==> src/rtl/frame_bbox_extract_if.sv <==
// Pixel-stream and result bundle for frame_bbox_extract.
// master: the upstream filter side, which drives frame_start, per_clken,
//         pixel_data and threshold and observes every result.
// slave : frame_bbox_extract, which receives the stream and drives the binary
//         stream, the bounding-box results and the frame status.
interface frame_bbox_extract_if #(
  parameter int DATA_W = 10,
  parameter int COL_W  = 10,
  parameter int ROW_W  = 9,
  parameter int CNT_W  = 19
);
  logic              frame_start;
  logic              per_clken;
  logic [DATA_W-1:0] pixel_data;
  logic [DATA_W-1:0] threshold;
  logic              bin_valid;
  logic              bin_data;
  logic              bbox_valid;
  logic [COL_W-1:0]  x_min;
  logic [COL_W-1:0]  x_max;
  logic [ROW_W-1:0]  y_min;
  logic [ROW_W-1:0]  y_max;
  logic [CNT_W-1:0]  fg_count;
  logic              frame_empty;
  logic              frame_err;

  modport master (
    output frame_start, per_clken, pixel_data, threshold,
    input  bin_valid, bin_data, bbox_valid, x_min, x_max, y_min, y_max,
           fg_count, frame_empty, frame_err
  );

  modport slave (
    input  frame_start, per_clken, pixel_data, threshold,
    output bin_valid, bin_data, bbox_valid, x_min, x_max, y_min, y_max,
           fg_count, frame_empty, frame_err
  );
endinterface

==> src/rtl/frame_bbox_extract.sv <==
// frame_bbox_extract: binarizes the filtered pixel stream against a per-frame
// threshold and accumulates the foreground bounding box and pixel count of each
// frame, presenting them with a one-cycle bbox_valid at end of frame.
// Ports:
//   clk  - system clock
//   rst  - synchronous active-high reset
//   bus  - slave side of frame_bbox_extract_if:
//          in : frame_start, per_clken, pixel_data, threshold
//          out: bin_valid, bin_data (registered binary stream),
//               bbox_valid, x_min, x_max, y_min, y_max, fg_count, frame_empty
//               (end-of-frame results, held until the next frame completes),
//               frame_err (one-cycle pulse when a frame is aborted)
module frame_bbox_extract #(
  parameter int IMG_W  = 640,
  parameter int IMG_H  = 480,
  parameter int DATA_W = 10,
  parameter int COL_W  = 10,
  parameter int ROW_W  = 9,
  parameter int CNT_W  = 19
) (
  input  logic                  clk,
  input  logic                  rst,
  frame_bbox_extract_if.slave   bus
);

  localparam logic [COL_W-1:0] COL_LAST = COL_W'(IMG_W - 1);
  localparam logic [ROW_W-1:0] ROW_LAST = ROW_W'(IMG_H - 1);

  typedef enum logic [1:0] {IDLE, ACTIVE, DONE} state_t;

  function automatic logic is_fg(input logic [DATA_W-1:0] pix,
                                 input logic [DATA_W-1:0] thr);
    return pix >= thr;
  endfunction

  state_t            state, state_nxt;
  logic [DATA_W-1:0] thr_lat;
  logic              fg_p0;
  logic              vld_p1;
  logic              bin_p1;
  logic              last_px;
  logic              acc_en;
  logic              err_q;

  logic [COL_W-1:0]  col, acc_x_min, acc_x_max, res_x_min, res_x_max;
  logic [ROW_W-1:0]  row, acc_y_min, acc_y_max, res_y_min, res_y_max;
  logic [CNT_W-1:0]  acc_cnt, res_cnt;
  logic              res_empty;

  assign fg_p0   = is_fg(bus.pixel_data, thr_lat);
  assign last_px = (col == COL_LAST) && (row == ROW_LAST);
  // A frame_start always opens a fresh frame, so a pixel on that same cycle is
  // never accumulated (neither on a clean start nor on an abort).
  assign acc_en  = (state == ACTIVE) && bus.per_clken && !bus.frame_start;

  // Stage p0 -> p1: registered binarization, independent of the FSM
  always_ff @(posedge clk) begin
    if (rst) begin
      vld_p1 <= 1'b0;
      bin_p1 <= 1'b0;
    end else begin
      vld_p1 <= bus.per_clken;
      if (bus.per_clken) bin_p1 <= fg_p0;
    end
  end

  // The pulse's own cycle still compares against the previous threshold.
  always_ff @(posedge clk) begin
    if (rst)                  thr_lat <= '0;
    else if (bus.frame_start) thr_lat <= bus.threshold;
  end

  always_ff @(posedge clk) begin
    if (rst) state <= IDLE;
    else     state <= state_nxt;
  end

  always_comb begin
    state_nxt = state;
    unique case (state)
      IDLE:    if (bus.frame_start) state_nxt = ACTIVE;
      ACTIVE:  if (bus.frame_start) state_nxt = ACTIVE;
               else if (bus.per_clken && last_px) state_nxt = DONE;
      DONE:    state_nxt = bus.frame_start ? ACTIVE : IDLE;
      default: state_nxt = IDLE;
    endcase
  end

  // Raster position and accumulators
  always_ff @(posedge clk) begin
    if (rst || bus.frame_start) begin
      col       <= '0;
      row       <= '0;
      acc_x_min <= '0;
      acc_x_max <= '0;
      acc_y_min <= '0;
      acc_y_max <= '0;
      acc_cnt   <= '0;
    end else if (acc_en) begin
      if (fg_p0) begin
        acc_cnt <= acc_cnt + 1'b1;
        if (acc_cnt == '0) begin
          acc_x_min <= col;
          acc_x_max <= col;
          acc_y_min <= row;
          acc_y_max <= row;
        end else begin
          if (col < acc_x_min) acc_x_min <= col;
          if (col > acc_x_max) acc_x_max <= col;
          // Raster order makes the current row the largest seen so far.
          acc_y_max <= row;
        end
      end
      if (col == COL_LAST) begin
        col <= '0;
        row <= last_px ? '0 : row + 1'b1;
      end else begin
        col <= col + 1'b1;
      end
    end
  end

  // Results are captured on the DONE cycle; the accumulators still hold the
  // completed frame then, even if a new frame_start clears them on that edge.
  always_ff @(posedge clk) begin
    if (rst) begin
      res_x_min <= '0;
      res_x_max <= '0;
      res_y_min <= '0;
      res_y_max <= '0;
      res_cnt   <= '0;
      res_empty <= 1'b0;
    end else if (state == DONE) begin
      res_x_min <= acc_x_min;
      res_x_max <= acc_x_max;
      res_y_min <= acc_y_min;
      res_y_max <= acc_y_max;
      res_cnt   <= acc_cnt;
      res_empty <= (acc_cnt == '0);
    end
  end

  always_ff @(posedge clk) begin
    if (rst) err_q <= 1'b0;
    else     err_q <= (state == ACTIVE) && bus.frame_start;
  end

  // During DONE the live accumulators are shown so bbox_valid and its results
  // appear together one cycle after the last pixel; afterwards the held copy.
  always_comb begin
    bus.bbox_valid  = 1'b0;
    bus.x_min       = res_x_min;
    bus.x_max       = res_x_max;
    bus.y_min       = res_y_min;
    bus.y_max       = res_y_max;
    bus.fg_count    = res_cnt;
    bus.frame_empty = res_empty;
    if (state == DONE) begin
      bus.bbox_valid  = 1'b1;
      bus.x_min       = acc_x_min;
      bus.x_max       = acc_x_max;
      bus.y_min       = acc_y_min;
      bus.y_max       = acc_y_max;
      bus.fg_count    = acc_cnt;
      bus.frame_empty = (acc_cnt == '0);
    end
  end

  assign bus.bin_valid = vld_p1;
  assign bus.bin_data  = bin_p1;
  assign bus.frame_err = err_q;

endmodule
==> src/flat_wrapper.sv <==
// flat-port wrapper written by rule: the top's interface ports become plain ports
module frame_bbox_extract_flat 
#(
  parameter int IMG_W  = 640,
  parameter int IMG_H  = 480,
  parameter int DATA_W = 10,
  parameter int COL_W  = 10,
  parameter int ROW_W  = 9,
  parameter int CNT_W  = 19
)
  (clk, rst, bus_frame_start, bus_per_clken, bus_pixel_data, bus_threshold, bus_bin_valid, bus_bin_data, bus_bbox_valid, bus_x_min, bus_x_max, bus_y_min, bus_y_max, bus_fg_count, bus_frame_empty, bus_frame_err);
  frame_bbox_extract_if #(.DATA_W(DATA_W), .COL_W(COL_W), .ROW_W(ROW_W), .CNT_W(CNT_W)) bus_i ();
  input  logic clk;
  input  logic rst;
  input wire logic [$bits(bus_i.frame_start)-1:0] bus_frame_start;
  input wire logic [$bits(bus_i.per_clken)-1:0] bus_per_clken;
  input wire logic [$bits(bus_i.pixel_data)-1:0] bus_pixel_data;
  input wire logic [$bits(bus_i.threshold)-1:0] bus_threshold;
  output wire logic [$bits(bus_i.bin_valid)-1:0] bus_bin_valid;
  output wire logic [$bits(bus_i.bin_data)-1:0] bus_bin_data;
  output wire logic [$bits(bus_i.bbox_valid)-1:0] bus_bbox_valid;
  output wire logic [$bits(bus_i.x_min)-1:0] bus_x_min;
  output wire logic [$bits(bus_i.x_max)-1:0] bus_x_max;
  output wire logic [$bits(bus_i.y_min)-1:0] bus_y_min;
  output wire logic [$bits(bus_i.y_max)-1:0] bus_y_max;
  output wire logic [$bits(bus_i.fg_count)-1:0] bus_fg_count;
  output wire logic [$bits(bus_i.frame_empty)-1:0] bus_frame_empty;
  output wire logic [$bits(bus_i.frame_err)-1:0] bus_frame_err;
  assign bus_i.frame_start = bus_frame_start;
  assign bus_i.per_clken = bus_per_clken;
  assign bus_i.pixel_data = bus_pixel_data;
  assign bus_i.threshold = bus_threshold;
  assign bus_bin_valid = bus_i.bin_valid;
  assign bus_bin_data = bus_i.bin_data;
  assign bus_bbox_valid = bus_i.bbox_valid;
  assign bus_x_min = bus_i.x_min;
  assign bus_x_max = bus_i.x_max;
  assign bus_y_min = bus_i.y_min;
  assign bus_y_max = bus_i.y_max;
  assign bus_fg_count = bus_i.fg_count;
  assign bus_frame_empty = bus_i.frame_empty;
  assign bus_frame_err = bus_i.frame_err;
  frame_bbox_extract #(.IMG_W(IMG_W), .IMG_H(IMG_H), .DATA_W(DATA_W), .COL_W(COL_W), .ROW_W(ROW_W), .CNT_W(CNT_W)) u_core (.clk(clk), .rst(rst), .bus(bus_i));
endmodule
==> config.mk <==
export PLATFORM = sky130hd
export DESIGN_NAME = frame_bbox_extract_flat
export DESIGN_NICKNAME = d
export VERILOG_FILES = /design/src/rtl/frame_bbox_extract_if.sv /design/src/rtl/frame_bbox_extract.sv /design/src/flat_wrapper.sv
export SDC_FILE = /design/constraint.sdc
export NUM_CORES = 1
export LEC_CHECK = 0
export CAP_MARGIN = 20
export CORE_AREA = 2 2 150 152
export CTS_CLUSTER_DIAMETER = 60
export DETAILED_ROUTE_END_ITERATION = 10
export DIE_AREA = 0 0 152 154
export PLACE_DENSITY_LB_ADDON = 0.2
export SLEW_MARGIN = 10
export SYNTH_ARGS = -nofsm -noshare
export SYNTH_HDL_FRONTEND = slang
export SYNTH_SLANG_ARGS = --single-unit
==> constraint.sdc <==
create_clock -name clk -period 3.2 [get_ports clk]
set_clock_uncertainty 0.2 [all_clocks]
set_input_delay 0.64 -clock clk [delete_from_list [all_inputs] [get_ports clk]]
set_output_delay 0.64 -clock clk [all_outputs]
set_load 0.02 [all_outputs]
==> run_results.csv <==
group,metric,value,unit
run_status,status,"complete, no violations",
global_route,grt_max_degree,53,
flow_run,maxCapViolCount,0,
floorplan,die_w,152,µm
clock_tree,path_clk_slew,0.06,ns
layout,syn_to_final_growth,29.1,%
synth,synth_warnings,0,
sta,hold_violations,0,
sta,slew_violations,0,
sta,whs,0.257,ns
power,peakVddDrop,262,µV
sta,finalSetupViolations,0,
synth,async_reset_ff_frac,0,
global_route,grt_pass1_vias,5050,
synth,netlist_area,6670,µm²
layout,final_cells,1167,
detailed_routing,wirelength,15800,µm
synth,synth_xor_area_frac,0.0263,
layout,seq_area,2980,µm²
worst_setup_path,crit_path_end,"bus_x_max[6]",
layout,drive_gt1_frac,0.0868,
placed_design,place_congestion,0.743,
detailed_routing,ant_nets,0,
clock_tree,cts.sinks,149,
worst_hold_path,whs_path_depth,2,
global_route,grt_pass1_wl,26300,µm
synth,syn-num-nets,835,
worst_setup_path,worst_setup_path_end_kind,"primary output",
synth,synth_compound_area_frac,0.0812,
global_route,grt-busiest-layer,"met2",
synth,ys_ff_latch,149,
clock_tree,clock_latency,0.42,ns
worst_setup_path,worstSetupPathType,"reg -> out",
worst_setup_path,critical_path_arrival,2.20,ns
layout,num_antenna_cells,0,
worst_setup_path,worstSetupStartpoint,"u_core.state[0]$_SDFFE_PP0P_",
power,cellLeakagePower,0.00350,µW
synth,synth_top_family_by_area,"simple AND/OR/NAND/NOR gates",
sta,rsz0062_at_grt,"no",
synth,synthFlopType,"dfxtp_1",
sta,period_share,0.952,
placed_design,hpwl,11300,µm
synth,syn_area_per_cell,8.58,µm²
sta,fmax,0.328,GHz
detailed_routing,viasPerCell,4.50,
clock_tree,cts_tree,"built",
global_route,grt_use_total,0.140,
worst_setup_path,r2r-start,"u_core.thr_lat[7]$_SDFFE_PP0P_",
synth,yosysSeqAreaShare,0.447,
floorplan,start_util,0.308,
worst_setup_path,r2r_cells,9,
global_route,met1_usage,0.188,
worst_setup_path,ff2ff_setup_slack,0.60,ns
layout,multi_input_area,3390,µm²
clock_tree,cts_root_buffer,"clkbuf_16",
layout,fin_nets,931,
floorplan,io_pins,86,
sta,layout_min_cycle_time,3.04,ns
global_route,use_met3,0.0443,
global_route,use_met2,0.218,
clock_tree,cts_max_path_buffers,2,
floorplan,fp.dieArea,23400,µm²
worst_setup_path,worstSetupStartpointType,"flop",
synth,yosys-mux-area-fraction,0.0782,
worst_setup_path,r2r-end,"u_core.acc_cnt[8]$_SDFFE_PP0P_",
worst_hold_path,hold_class,"reg -> reg",
sta,tightestPinTransition,0.564,ns
detailed_routing,wl_per_cell,13.5,µm
floorplan,die-height,154,µm
detailed_routing,vias,5248,
global_route,gr-total-overflow,0,
detailed_routing,drc,0,
worst_setup_path,required,2.36,ns
placed_design,io_buffers,85,
detailed_routing,drt_iter0_drc,278,
clock_tree,postCtsHoldBufs,0,
sta,maxSlewHeadroom,0.624,
layout,num-fill-cells,2206,
power,power_density,481,nW/µm²
clock_tree,post_cts_buffers,0,
synth,synth_cell_types,49,
clock_tree,htree_num_levels,4,
floorplan,row_count,54,
floorplan,coreArea,21700,µm²
clock_tree,cts_made_buffers,17,
synth,yosys.area_share.adder,0.0619,
synth,netlist_instances,778,
worst_setup_path,crit_path_max_fanout,28,
synth,synth-edff-count,0,
placed_design,dp.cells,1135,
global_route,grt_antenna_before_repair,0,
synth,synth-simple-area-share,0.258,
detailed_routing,dr.pass1.iters,5,
[routing by layer]
layer | routed length, µm | vias up | part of all wire
met1 | 8050 | 2379 | 0.51
met3 | 703 | 10 | 0.045
li1 | - | 2776 | -
met4 | 131 | 0 | 0.0083
met5 | 0 | - | 0
met2 | 6900 | 83 | 0.44
[power by group]
part | total, µW | switching, µW | internal, µW | leakage (µW)
clock network | 2110 | 826 | 1280 | 0.000297
logic | 169 | 93.3 | 75.3 | 0.00200
registers | 1870 | 6.45 | 1870 | 0.00120
total | 4150 | 925 | 3220 | 0.00350
[cell usage after synthesis (2+ instances only)]
master,number,area (µm²)
nand3_1,12,60.1
a211oi_1,6,45.0
o21a_1,2,15.0
and2_1,3,18.8
nand2b_1,3,18.8
o31ai_1,7,52.6
o2111ai_1,2,17.5
and4_1,3,26.3
o211ai_1,2,15.0
buf_1,3,11.3
inv_1,37,139
a21oi_1,24,120
clkbuf_1,26,97.6
or3_1,10,62.6
xor2_1,10,87.6
buf_4,7,52.6
o31a_1,2,17.5
and3_1,7,43.8
dfxtp_1,149,2980
nand4_2,2,25.0
nor2_1,63,236
or4_1,6,45.0
nor4bb_1,2,20.0
nor4_1,5,31.3
o21ai_0,33,165
buf_2,2,10.0
nand4_1,9,56.3
ha_1,33,413
nor2b_1,59,369
mux2i_1,51,510
xnor2_1,10,87.6
nand2_1,171,642
[how the worst min path moves through the flow]
stage                     slack (ns)                               end                              from
after detailed placement        0.25  u_core.acc_x_max[3]$_SDFFE_PP0P_  u_core.acc_x_max[3]$_SDFFE_PP0P_
after global placement          0.24  u_core.acc_x_max[6]$_SDFFE_PP0P_  u_core.acc_x_max[6]$_SDFFE_PP0P_
after floorplan                 0.23  u_core.acc_x_max[1]$_SDFFE_PP0P_  u_core.acc_x_max[1]$_SDFFE_PP0P_
after global routing            0.27  u_core.acc_x_max[1]$_SDFFE_PP0P_  u_core.acc_x_max[1]$_SDFFE_PP0P_
final                           0.26  u_core.acc_x_max[3]$_SDFFE_PP0P_  u_core.acc_x_max[3]$_SDFFE_PP0P_
after CTS                       0.26  u_core.acc_x_max[3]$_SDFFE_PP0P_  u_core.acc_x_max[3]$_SDFFE_PP0P_
[layout make-up]
| class | count | share of cell area |
|---|---|---|
| inverter | 38 | 0.0167 |
| sequential | 149 | 0.346 |
| tap | 280 | 0.0407 |
| clock buffer | 19 | 0.0526 |
| multi-input combinational | 553 | 0.393 |
| clock inverter | 13 | 0.0198 |
| timing repair buffer | 115 | 0.131 |
[metrics by stage]
| stage | total power, µW | setup TNS (ns) | setup WS (ns) | instance area [µm²] | utilization |
|---|---|---|---|---|---|
| after detailed placement | 2080 | -2.37 | -0.104 | 7980 | 0.368 |
| after CTS | 4200 | 0 | 0.0611 | 8610 | 0.397 |
| after floorplan | 2010 | 0 | 0.556 | 6670 | - |
| after global routing | 4300 | 0 | 0.00146 | 8610 | 0.397 |
| after global placement | 2080 | -1.68 | -0.0952 | 7980 | 0.368 |
| final | 4150 | 0 | 0.155 | 8610 | 0.397 |
[sequential cells by signal, summed over array words and instances (netlist names), 9 cells and up]
name / flops
u_core.acc_cnt: 19
u_core.res_cnt: 19
u_core.acc_x_max: 10
u_core.acc_x_min: 10
u_core.col: 10
u_core.res_x_max: 10
u_core.res_x_min: 10
u_core.thr_lat: 10
u_core.acc_y_max: 9
u_core.acc_y_min: 9
u_core.res_y_max: 9
u_core.res_y_min: 9
u_core.row: 9
[layout by cell type (no fill, tap or decap), drive strengths merged, types with 2 or more instances in the layout]
cell and instances:
nand2 172, dfxtp 149, clkdlybuf4s50 82, nor2 63, nor2b 59, mux2i 51, inv 41, o21ai 34
ha 33, buf 31, a21oi 24, clkbuf 19, nand3 12, nand4 11, xor2 10, or3 10
xnor2 10, and3 7, o31ai 7, or4 6, a211oi 6, nor4 6, clkinv 4, and2 3
and4 3, clkinvlp 3, bufinv 3, nand2b 3, o211ai 3, o2111ai 3, nor4bb 2, o31a 2
o21a 2, nor3 2
[critical path, cell delays in order (launching register included)]
cell	delay [ns]
dfxtp_1	0.39
nand2b_2	0.20
buf_4	0.32
nand2_1	0.08
o21ai_0	0.11
clkdlybuf4s50_1	0.68
[logic make-up after synthesis]
family          after synthesis
buf+inv                      76
compound gates               86
mux                          52
flops                       149
simple gates                362
xor+xnor                     20
fa+ha+maj                    33
[what timing repair did]
action	in CTS	in global routing
gates resized for setup	3	2
cloned	0	0
endpoints found under the setup margin	2	5
(Power assumes the default switching activity.)
